## config.mk

```make
export PLATFORM = sky130hd
export DESIGN_NAME = svutest_req_arbiter
export DESIGN_NICKNAME = d
export VERILOG_FILES = /design/src/rtl/svutest_req_arbiter.sv
export SDC_FILE = /design/constraint.sdc
export NUM_CORES = 1
export LEC_CHECK = 0
export CAP_MARGIN = 20
export CORE_ASPECT_RATIO = 0.75
export CORE_UTILIZATION = 50
export DETAILED_ROUTE_END_ITERATION = 7
export PLACE_DENSITY = 0.72
export SYNTH_ARGS = -nofsm -noshare
export SYNTH_HDL_FRONTEND = slang
export SYNTH_SLANG_ARGS = --single-unit
```

## constraint.sdc

```tcl
create_clock -name clk -period 2.6 [get_ports clk]
set_input_delay 0.26 -clock clk [delete_from_list [all_inputs] [get_ports clk]]
set_output_delay 0.26 -clock clk [all_outputs]
set_load 0.02 [all_outputs]
```

## src/rtl/svutest_req_arbiter.sv

```systemverilog
// svutest_req_arbiter: round-robin arbiter sharing one downstream req/payload/rsp target among N_REQ requesters
// Ports:
//   clk, rst         clock (rising edge), asynchronous active-low reset
//   up_req/up_payload per-requester request and payload, held until up_rsp
//   up_rsp           per-requester completion, combinational from dn_rsp
//   dn_req/dn_payload downstream request and registered payload
//   dn_rsp           downstream acceptance
//   grant_valid      high while a transfer is outstanding
//   grant_idx        current or last granted requester
//   txn_count        completed transfers, wrapping
//   timeout_err      sticky flag for a transfer stuck TIMEOUT_CYCLES cycles
module svutest_req_arbiter #(
    parameter type T_payload = logic,
    parameter int N_REQ = 4,
    parameter int TIMEOUT_CYCLES = 1024,
    localparam int IW = (N_REQ > 1) ? $clog2(N_REQ) : 1
) (
    input  logic             clk,
    input  logic             rst,
    input  logic [N_REQ-1:0] up_req,
    input  T_payload         up_payload [N_REQ],
    output logic [N_REQ-1:0] up_rsp,
    output logic             dn_req,
    output T_payload         dn_payload,
    input  logic             dn_rsp,
    output logic             grant_valid,
    output logic [IW-1:0]    grant_idx,
    output logic [31:0]      txn_count,
    output logic             timeout_err
);
    typedef enum logic {IDLE, BUSY} state_t;
    state_t state, state_nx;
    logic [IW-1:0] last_grant, winner, j;
    logic any_req, done, start;
    logic [31:0] wait_cnt;
    // Scan from farthest to nearest so the nearest requester after last_grant wins.
    always_comb begin
        winner = '0;
        any_req = 1'b0;
        j = '0;
        for (int i = N_REQ; i >= 1; i--) begin
            j = IW'((int'(last_grant) + i) % N_REQ);
            if (up_req[j]) begin
                winner = j;
                any_req = 1'b1;
            end
        end
    end
    always_comb begin
        state_nx = state;
        dn_req = state == BUSY;
        grant_valid = state == BUSY;
        done = (state == BUSY) && dn_rsp;
        start = (state == IDLE) && any_req;
        up_rsp = done ? N_REQ'(1) << grant_idx : '0;
        if (start) state_nx = BUSY;
        if (done) state_nx = IDLE;
    end
    always_ff @(posedge clk or negedge rst) begin
        if (!rst) state <= IDLE;
        else state <= state_nx;
    end
    always_ff @(posedge clk or negedge rst) begin
        if (!rst) begin
            dn_payload <= '0;
            grant_idx <= '0;
            last_grant <= IW'(N_REQ - 1);
            txn_count <= '0;
            timeout_err <= 1'b0;
            wait_cnt <= '0;
        end else begin
            if (start) begin
                dn_payload <= up_payload[winner];
                grant_idx <= winner;
                wait_cnt <= '0;
            end
            if (done) begin
                last_grant <= grant_idx;
                txn_count <= txn_count + 32'd1;
            end
            // The stuck transfer is only flagged, never aborted.
            if (state == BUSY && !dn_rsp) begin
                wait_cnt <= wait_cnt + 32'd1;
                if (TIMEOUT_CYCLES != 0 && wait_cnt + 32'd1 == 32'(TIMEOUT_CYCLES)) timeout_err <= 1'b1;
            end
        end
    end
endmodule

```

==> summary.md <==
| Metric | Value |
|---|---|
| P_leak | 2.08 nW |
| FP Rows | 28 |
| Sequential share of the synthesized area | 0.434 |
| Routed len/inst | 16.3 um |
| Fin nets | 540 |
| Most frequent cells in the layout | dfrtp_1, clkdlybuf4s50_1, nand2_1, o21ai_0, nor2_1 |
| Postcts setup bufs | 0 |
| Actual slew at the worst max-slew pin | 892 ps |
| CP Class | reg2reg |
| CP top delay family | simple AND/OR/NAND/NOR gates |
| Cell type with the largest total area after synthesis | dfrtp_1 |
| Core ar. | 0.00792 sq mm |
| Router iterations before antenna repair | 5 |
| Cell Pwr Density | 642 mW/mm^2 |
| Status | complete, no violations |
| Final WL | 10400 um |
| Worst setup SP type | flip-flop |
| Commonest register cell after synthesis | dfrtp_1 |
| CTS sink cnt | 71 |
| Largest net degree at the start of global routing | 72 |
| CTS resizes | 0 |
| CP cell instances | nand4_1 -> or4_4 -> or3_1 -> a211oi_2 -> o221ai_2 -> o41ai_2 |
| Worst r2r src | wait_cnt[25] |
| Via density | 6.08 |
| Sum Neg Setup Slack | 0 ps |
| Cells after synthesis | 459 |
| Vias in the first global route | 3503 |
| Fin crit share | 0.947 |
| Final instance area | 0.00507 sq mm |
| Max_slew headroom | 0.405 |
| Area Growth Syn to Fin | 23.8% |
| Die area | 0.00857 sq mm |
| Antenna viol nets, final | 0 |
| YS warnings | 0 |
| Initial antenna violation count | 0 |
| Initial Utilization | 0.518 |
| Max-slew violations | 0 |
| Worst endpoint required time | 2860 ps |
| Final setup violation count | 0 |
| Share of layout cells above drive strength 1 | 0.130 |
| CP peak stage delay | 590 ps |
| Crit Path Max Fanout | 6 |
| Fmax | 406 MHz |
| Clock transition at path regs | 80 ps |
| Routability Congestion | 0.907 |
| Most common cell after layout, fill and taps aside | dfrtp_1 |
| Final WS setup | 138 ps |
| RSZ-0062 raised after global routing | no |
| Num CTS Buffers | 9 |
| Post-CTS Hold Buffers | 0 |
| Cells taking the most area after synthesis | dfrtp_1, o21ai_0, xnor2_1 |
| Global route overflow | 0 |
| Global-route wire length before repair | 17000 um |
| Number of I/O port buffers | 52 |
| EDFF count, synth | 0 |
| Top cell type's share of synthesized area | 0.421 |
| H-Tree Depth | 3 |
| Critical Path Stages | 6 |
| Vias | 3871 |
| Placement-stage cell area | 0.00487 sq mm |
| Total GRT Usage | 0.256 |
| Setup WS pre-CTS | 175 ps |
| Ys async rst share | 1.00 |
| Slowest CP cell | or4_4 |
| DRC | 0 |
| CP bufs+invs | 0 |
| Root Driver | clkbuf_8 |
| Die W | 107 um |
| Worst Setup End Kind | flip-flop |
| Average cell area after synthesis | 8.93 sq um |
| Crit path from | wait_cnt[25] |
| HPWL after DPL | 7340 um |
| R2R cell count | 6 |
| Min cycle time layout | 2460 ps |
| Non-Filler Instances | 637 |
| Count of state elements after synthesis | 71 |
| Placed insts | 621 |
| Clock tree buffer depth | 2 |
| Die Y | 80.4 um |
| CTS tree | yes |
| Boundary Pins | 53 |
| Fin. Hold Viols | 0 |
| Initial DRC count | 276 |
| Hold WC Path Type | in2async |
| Crit path DAT | 2730 ps |
| Max-cap violations | 0 |
| Mapped Area | 0.00410 sq mm |
| Netlist cell types | 60 |
| Max VDD drop | 0.525 mV |
| Diodes inserted | 0 |
| Max Clock Skew | 12.3 ps |
| Clock Latency Late Sink | 360 ps |
| Mapped Nets | 472 |
[through the flow]
| step | total power [mW] | utilization | hold WS, ps |
|---|---|---|---|
| final | 3.26 | 0.641 | 97.7 |
| after global routing | 3.42 | 0.641 | 185 |
| after CTS | 3.28 | 0.641 | 139 |
| after detailed placement | 2.35 | 0.615 | 474 |
| after global placement | 2.33 | 0.615 | 462 |
| after floorplan | 1.95 | - | -35.6 |
[routing by layer]
layer / track usage / part of all wire / up-vias
met2: 0.365 / 0.44 / 150
li1: - / - / 1835
met5: 0 / 0 / -
met1: 0.380 / 0.48 / 1873
met3: 0.0560 / 0.073 / 13
met4: 0.0849 / 0.012 / 0
[power by group]
| part | leakage [nW] | internal, mW | switching [mW] |
|---|---|---|---|
| combinational | 1.02 | 0.413 | 0.534 |
| clock | 0.0993 | 0.474 | 0.449 |
| sequential | 0.958 | 1.23 | 0.158 |
[synthesized netlist by cell type (5+ instances only)]
cell,number
dfrtp_1,69
nor2_1,41
o41ai_1,5
a31oi_1,9
inv_1,8
o21ai_0,44
nor4_1,6
xnor2_1,24
a21oi_1,17
clkbuf_1,17
xor2_1,9
and3_1,10
nor3_1,12
mux2i_1,5
buf_2,7
nand3_1,28
and4_1,5
nand2_1,44
o31ai_1,10
mux2_2,7
nand4_1,22
[layout make-up]
| type | instances | area, sq um |
|---|---|---|
| fill | 678 | 2840 |
| multi-input combinational | 353 | 2170 |
| sequential | 71 | 1780 |
| timing repair buffer | 84 | 756 |
| clock buffer | 10 | 138 |
| tap | 105 | 131 |
| clock inverter | 6 | 67.6 |
| inverter | 8 | 30.0 |
[flip-flops by register name, indices dropped and copies added (netlist names)]
signal / flops
txn_count: 32
wait_cnt: 32
grant_idx: 2
last_grant: 2
dn_payload: 1
dn_req: 1
timeout_err: 1
[kinds of logic after synthesis]
kind of cell               Yosys count  synth area share
AOI/OAI and AO/OA                  112             0.172
xor gates and xnor gates            33            0.0705
adders and majority gates            2           0.00610
buffers and inverters               35            0.0360
DFF                                 71             0.434
muxes                               12            0.0314
and+or+nand+nor                    194             0.250
[worst paths after layout]
| path | end | slack [ps] |
|---|---|---|
| max | timeout_err | 140 |
| min | txn_count[16] | 100 |
| max reg2reg | timeout_err | 140 |
| min reg2reg | txn_count[31] | 480 |
| max in group asynchronous | wait_cnt[28] | 1910 |
| min in group clk | txn_count[31] | 480 |
(Power assumes the default switching activity.)
